### src/rtl/adau_audio_fifo.sv
// Stereo sample FIFO between the CPU bus writer and the ADAU I2S serializer.
// Reads are frame-paced by rd_req; an empty FIFO answers with a muted sample.
module adau_audio_fifo #(
  parameter int DEPTH_LOG2 = 4,
  parameter int WIDTH      = 48
) (
  input  logic                  clk,
  input  logic                  reset,
  input  logic [WIDTH-1:0]      wr_data,
  input  logic                  wr_valid,
  output logic                  full,
  output logic                  empty,
  output logic [DEPTH_LOG2:0]   level,
  input  logic                  flush,
  input  logic                  rd_req,
  output logic [WIDTH-1:0]      rd_data,
  output logic                  rd_data_valid,
  output logic [15:0]           underrun_count,
  output logic                  overflow,
  input  logic                  clear_status
);

  localparam int                DEPTH     = 1 << DEPTH_LOG2;
  localparam logic [DEPTH_LOG2:0] DEPTH_CNT = (DEPTH_LOG2 + 1)'(DEPTH);
  localparam logic [15:0]       UNDER_MAX = 16'hFFFF;

  logic [WIDTH-1:0]      mem_r [DEPTH];
  logic [DEPTH_LOG2-1:0] wr_ptr_r;
  logic [DEPTH_LOG2-1:0] rd_ptr_r;
  logic [DEPTH_LOG2:0]   count_r;
  logic [DEPTH_LOG2:0]   count_nxt_s;
  logic [WIDTH-1:0]      rd_data_r;
  logic                  rd_data_valid_r;
  logic [15:0]           underrun_count_r;
  logic                  overflow_r;

  logic full_s;
  logic empty_s;
  logic wr_en_s;
  logic rd_en_s;
  logic underrun_s;
  logic drop_s;

  assign full_s  = (count_r == DEPTH_CNT);
  assign empty_s = (count_r == {(DEPTH_LOG2 + 1){1'b0}});

  assign full           = full_s;
  assign empty          = empty_s;
  assign level          = count_r;
  assign rd_data        = rd_data_r;
  assign rd_data_valid  = rd_data_valid_r;
  assign underrun_count = underrun_count_r;
  assign overflow       = overflow_r;

  // Event decode; full/empty are judged on the pre-edge count, flush masks everything
  always_comb begin
    wr_en_s    = 1'b0;
    rd_en_s    = 1'b0;
    underrun_s = 1'b0;
    drop_s     = 1'b0;
    if (!flush) begin
      wr_en_s    = wr_valid && !full_s;
      drop_s     = wr_valid && full_s;
      rd_en_s    = rd_req && !empty_s;
      underrun_s = rd_req && empty_s;
    end else begin
      wr_en_s    = 1'b0;
      drop_s     = 1'b0;
      rd_en_s    = 1'b0;
      underrun_s = 1'b0;
    end
  end

  // Next occupancy from the accepted write/read pair
  always_comb begin
    count_nxt_s = count_r;
    case ({wr_en_s, rd_en_s})
      2'b10:   count_nxt_s = count_r + {{DEPTH_LOG2{1'b0}}, 1'b1};
      2'b01:   count_nxt_s = count_r - {{DEPTH_LOG2{1'b0}}, 1'b1};
      default: count_nxt_s = count_r;
    endcase
  end

  // Sample storage; contents are deliberately left uncleared by reset
  always_ff @(posedge clk) begin
    if (wr_en_s) begin
      mem_r[wr_ptr_r] <= wr_data;
    end
  end

  // Pointers and occupancy
  always_ff @(posedge clk) begin
    if (reset || flush) begin
      wr_ptr_r <= {DEPTH_LOG2{1'b0}};
      rd_ptr_r <= {DEPTH_LOG2{1'b0}};
      count_r  <= {(DEPTH_LOG2 + 1){1'b0}};
    end else begin
      if (wr_en_s) begin
        wr_ptr_r <= wr_ptr_r + {{(DEPTH_LOG2 - 1){1'b0}}, 1'b1};
      end
      if (rd_en_s) begin
        rd_ptr_r <= rd_ptr_r + {{(DEPTH_LOG2 - 1){1'b0}}, 1'b1};
      end
      count_r <= count_nxt_s;
    end
  end

  // Serializer output: underruns present silence rather than a stale sample
  always_ff @(posedge clk) begin
    if (reset) begin
      rd_data_r       <= {WIDTH{1'b0}};
      rd_data_valid_r <= 1'b0;
    end else begin
      rd_data_valid_r <= rd_en_s || underrun_s;
      if (rd_en_s) begin
        rd_data_r <= mem_r[rd_ptr_r];
      end else if (underrun_s) begin
        rd_data_r <= {WIDTH{1'b0}};
      end
    end
  end

  // Diagnostics; a same-cycle clear wins over a new event
  always_ff @(posedge clk) begin
    if (reset || clear_status) begin
      underrun_count_r <= 16'h0000;
      overflow_r       <= 1'b0;
    end else begin
      if (underrun_s && (underrun_count_r != UNDER_MAX)) begin
        underrun_count_r <= underrun_count_r + 16'h0001;
      end
      if (drop_s) begin
        overflow_r <= 1'b1;
      end
    end
  end

endmodule

### config.mk
export PLATFORM = sky130hd
export DESIGN_NAME = adau_audio_fifo
export DESIGN_NICKNAME = d
export VERILOG_FILES = /design/src/rtl/adau_audio_fifo.sv
export SDC_FILE = /design/constraint.sdc
export NUM_CORES = 1
export LEC_CHECK = 0
export CORE_AREA = 2 2 331 333
export CTS_CLUSTER_DIAMETER = 40
export DETAILED_ROUTE_END_ITERATION = 12
export DIE_AREA = 0 0 333 335
export PLACE_DENSITY = 0.56
export SYNTH_ARGS = -nofsm -noshare
export SYNTH_HDL_FRONTEND = slang
export SYNTH_SLANG_ARGS = --single-unit
### constraint.sdc
create_clock -name clk -period 17.8 [get_ports clk]
set_input_delay 5.34 -clock clk [delete_from_list [all_inputs] [get_ports clk]]
set_output_delay 5.34 -clock clk [all_outputs]
set_load 0.02 [all_outputs]
# Word-level counts from Yosys, hierarchy flattened
# Memories as Yosys holds them, arrays and structs flattened. A register that Yosys moved wholly into a read port is not among the register bits.
# Index checks and enable logic that the tools add are counted.
dict set report word_totals {
  regBits 79
  ram_bits 768
  out_inout_bits 73
  mem_count 1
}
dict set report op_classes {
  add_sub_neg 5
  eq_ne 4
  n_mux 11
  n_reduce_logical 13
}
# memory words width rd rd_clocked_by_memory_dff wr line_no
set mem_list {}
lappend mem_list {mem_r 16 48 1 1 1 27} ;# logic [WIDTH-1:0] mem_r [DEPTH];
# op n
set ops {}
lappend ops {{$mux W48} 2}
lappend ops {{$add A16 B1 Y16 const B} 1}
lappend ops {{$ne A16 B16 Y1 const B} 1}
lappend ops {{$pmux W5 S2} 1}
lappend ops {{$add A4 B1 Y4 const B} 2}
lappend ops {{$mux W4} 2}
lappend ops {{$mux W1} 6}
lappend ops {{$add A5 B1 Y5 const B} 1}
lappend ops {{$eq A5 B5 Y1 const B} 1}
lappend ops {{$logic_and A1 B1 Y1} 5}
lappend ops {{$logic_not A5 Y1} 1}
lappend ops {{$sub A5 B1 Y5 const B} 1}
lappend ops {{$reduce_bool A2 Y1} 2}
lappend ops {{$logic_or A1 B1 Y1} 3}
lappend ops {{$eq A2 B1 Y1 const B} 1}
lappend ops {{$eq A2 B2 Y1 const B} 1}
lappend ops {{$logic_not A1 Y1} 2}

# Longest topological paths before layout
dict set report depth {
  depth_word 6
  ltp_mapped 12
  ltp_nobuf 11
}

# Least setup slack after synthesis
# No wires, ideal clock.
dict set report synth_path {
  path_type {input port to flip-flop}
  from {in wr_valid}
  to {mem mem_r[3][0] (enable)}
  setup_time_ps 513
  arrival_time_ps 9454
  slack_ps 7833
  path_stages 4
  path_buffers 0
  cell_sequence {nor2b_1 > a21boi_1 > nand2_1 > nor3_1}
}
dict set report synth_via {
  elab_chain_len 4
}
# item line_no
set synth_rtl {}
lappend synth_rtl {{from (decl)} 10} ;# input logic wr_valid,
lappend synth_rtl {{$logic_and A1 B1 Y1} 62} ;# wr_en_s = wr_valid && !full_s;
lappend synth_rtl {{$mux W1} 61} ;# if (!flush) begin
lappend synth_rtl {{$mux W1} 86} ;# if (wr_en_s) begin
lappend synth_rtl {{$mux W1 (implied by the code)} 87} ;# mem_r[wr_ptr_r] <= wr_data;
lappend synth_rtl {{to (decl)} 27}
# No other way between the ends.

# Worst setup path in the final report
dict set report layout_path {
  from {in flush}
  to {mem mem_r[8][38] (enable)}
}
dict set report layout_via {
  elab_chain_len 3
}
# item line_no
set layout_rtl {}
lappend layout_rtl {{from (decl)} 14} ;# input logic flush,
lappend layout_rtl {{$mux W1} 61}
lappend layout_rtl {{$mux W1} 86}
lappend layout_rtl {{$mux W1 (implied by the code)} 87}
# No other way between the ends.

==> results.cfg <==
[status]
status = finished clean

[power]
switchingPower_w = 0.000975
ir_drop_uv = 75.6
combPwrFrac_pct = 1.6
p_leak_nw = 11.8
powerDensity_nw_per_um2 = 118
internal_power_w = 0.00364
p_sw_share_pct = 21.1
p_seq_share_pct = 47.4
clkPwrFrac_pct = 51.0

[drt]
final_antenna_net_count = 0
vias = 15400
drc = 0
wl_per_cell_um = 22.8
drt-pass1-iter-count = 4
routed_wl_um = 72800
drtIter0Drc = 1203
via_per_inst = 4.81

[sta]
hold_ws_ns = 0.499
hold_viol = 0
period_share_pct = 46.0
finalSetupTns_ns = 0
timing.fmax_mhz = 122
relSlewSlack_pct = 30.7
setup_viol = 0
worst_clock_skew_ns = 0.0299
maxSlewViolCount = 0
post-route-min-period_ns = 8.20
grt_setup_unrepaired = false
worst_pin_slew_ns = 1.04

[worst_setup_path]
crit_path_max_incr_delay_ns = 0.78
crit_arrival_ns = 8.52
reg2reg_slack_ns = 14.02
cp_cell_sequence = clkdlybuf4s50_1 -> nor2b_1 -> a21boi_1 -> nand2_1 -> nor2_4 -> buf_4
cp_slowest_cell = nor2_4
cp_max_fo = 28
critPathBufInv = 2
path_depth = 6
startpoint_type = input pin
critPathCaptureType = register
path_class = input pin to register
path_delay_family = simple AND/OR/NAND/NOR gates
reg2regPathDepth = 6
required_ns = 18.12

[floorplan]
core_um2 = 108000
start_util_pct = 29.8
ios = 127
rows = 121
die_h_um = 335
die-area_um2 = 112000
die_w_um = 333

[yosys]
synth_seq_area_share_pct = 76.8
ys_seq_elements = 851
syn_inst = 1490
synth_edf_count = 768
synth.avg_cell_area_um2 = 21.6
async_reset_ff_share_pct = 0
synthesis.nets = 1554
yosys_warnings = 0
synth_ff_type = edfxtp_1
syn_area_um2 = 32200
ys_types = 47

[cells_and_area]
antenna_cells = 0
drive_above_1_share_pct = 28.1
syn2layout_area_growth_pct = 21.9
fin_nets = 1747

[grt]
grt_max_degree = 120
track_usage_pct = 13.0
use_met1_pct = 17.9
met2_usage_pct = 21.0
antenna_found_initial = 9
grt_overflow = 0
grt-busiest-layer = met2
grt_pass1_wl_um = 108000
grt_pass1_vias = 16500
use_met3_pct = 2.78

[min_path]
worstHoldPathType = register to register
hold_depth = 2

[job]
max_cap_violations = 0

[clocking]
cts_inserted_buffers = 114
ctsHoldBuffers = 0
clockRootBuffer = clkbuf_16
cts.sinks = 851
post_cts_buffers = 0
htreeDepth = 3
cts.clk_slew.worst_paths_ns = 0.06
insertion_delay_ns = 0.68
cts-resized-gates = 0
clock_path_buffers = 3
cts_tree = done

[placement]
place_hpwl_um = 39200
port_buffers = 126
routabilityCongestion = 0.729
logic make-up after synthesis:
family / after synthesis / share of synthesized area (%)
AOI/OAI and AO/OA: 121 / 2.36
and+or+nand+nor: 112 / 1.82
DFF: 851 / 76.8
adders and majority gates: 10 / 0.389
muxes: 289 / 16.6
buffers and inverters: 85 / 1.34
xor gates and xnor gates: 22 / 0.599
layout by cell type, fill, tap and decap left out, drive strengths merged, types with 5 or more instances in the layout:
| cell type | Yosys | final |
|---|---|---|
| edfxtp | 768 | 768 |
| mux4 | 192 | 192 |
| clkbuf | 25 | 127 |
| clkdlybuf4s50 | 0 | 126 |
| dfxtp | 83 | 83 |
| o21ai | 52 | 52 |
| mux2i | 49 | 49 |
| a22oi | 49 | 49 |
| mux2 | 48 | 48 |
| nor2 | 44 | 44 |
| inv | 7 | 33 |
| clkinv | 0 | 33 |
| buf | 53 | 29 |
| nand2 | 17 | 17 |
| clkinvlp | 0 | 17 |
| xnor2 | 16 | 16 |
| bufinv | 0 | 14 |
| a21oi | 10 | 10 |
| ha | 10 | 10 |
| nor3 | 8 | 8 |
| nand3 | 7 | 7 |
| nor4 | 7 | 7 |
| xor2 | 6 | 6 |
| nand4 | 5 | 5 |
layer usage:
layer  part of all wire, %  wire length, um  up-vias
met5                 0.063               46        -
met4                   2.0             1460        8
met3                   5.4             3900      121
met2                    48            35100      407
met1                    44            32300     8207
li1                      -                -     6633
final timing paths:
check                                     to        start
worst max register to register   rd_data[29]     register
worst max-delay path            mem_r[8][38]        flush
worst min-delay path             rd_data[29]  rd_data[29]
worst min register to register   rd_data[29]  rd_data[29]
state kept, by name (all words and copies together) (netlist names), named ones only:
name and count:
level 5, mem_r 768, overflow 1, rd_data 48, rd_data_valid 1, rd_ptr_r 4, underrun_count 16, wr_ptr_r 4
layout make-up:
cell class	instances	area [um2]
sequential	851	24700
tap	1414	1770
timing repair buffer	155	1490
clock inverter	90	1090
inverter	7	26.3
fill	9934	68900
clock buffer	127	2950
multi-input combinational	554	7140
per-stage QoR:
step           area, um2  util [%]  worst slack [ns]  total power [W]  instances
6_report           39200      36.3              9.60          0.00462       3198
5_1_grt            39200      36.3              9.43          0.00475       3198
4_1_cts            39200      36.3              9.61          0.00467       3198
3_5_place_dp       35200      32.5              8.86          0.00231       2981
3_3_place_gp       35200      32.5              8.96          0.00230       2981
2_1_floorplan      32200         -              7.83          0.00225       1490
power by group through the flow:
stage	Clock, W	Combinational, W	Sequential [W]
floorplan	0	0.0000218	0.00223
global placement	0	0.0000728	0.00223
detailed placement	0	0.0000762	0.00223
CTS	0.00241	0.0000765	0.00219
global route	0.00248	0.0000819	0.00219
finish	0.00235	0.0000748	0.00219
Yosys cell counts, types with 3 or more instances:
cell type | count | area (um2)
mux2i_1 | 49 | 490
nand2b_1 | 3 | 18.8
nand2_1 | 17 | 63.8
ha_1 | 10 | 125
buf_6 | 4 | 45.0
a21oi_1 | 10 | 50.1
nor4_1 | 5 | 31.3
inv_1 | 7 | 26.3
nand4_1 | 5 | 31.3
a22oi_1 | 49 | 368
nand3_1 | 7 | 35.0
buf_1 | 6 | 22.5
edfxtp_1 | 768 | 23100
nor3_1 | 8 | 40.0
buf_2 | 33 | 165
mux4_2 | 192 | 4320
clkbuf_1 | 23 | 86.3
or2_2 | 3 | 18.8
nor2_1 | 44 | 165
mux2_2 | 48 | 541
and2_1 | 3 | 18.8
o21ai_0 | 31 | 155
buf_4 | 10 | 75.1
a21o_1 | 3 | 22.5
xor2_1 | 6 | 52.6
dfxtp_1 | 83 | 1660
xnor2_1 | 16 | 140
o21ai_1 | 20 | 100
nor3b_1 | 3 | 22.5
tightest hold or removal path, stage by stage (launching register included):
cell     delay [ns]
dfxtp_1        0.34
a22oi_1        0.06
o21ai_0        0.06
Power figures use the tool's default switching activity.
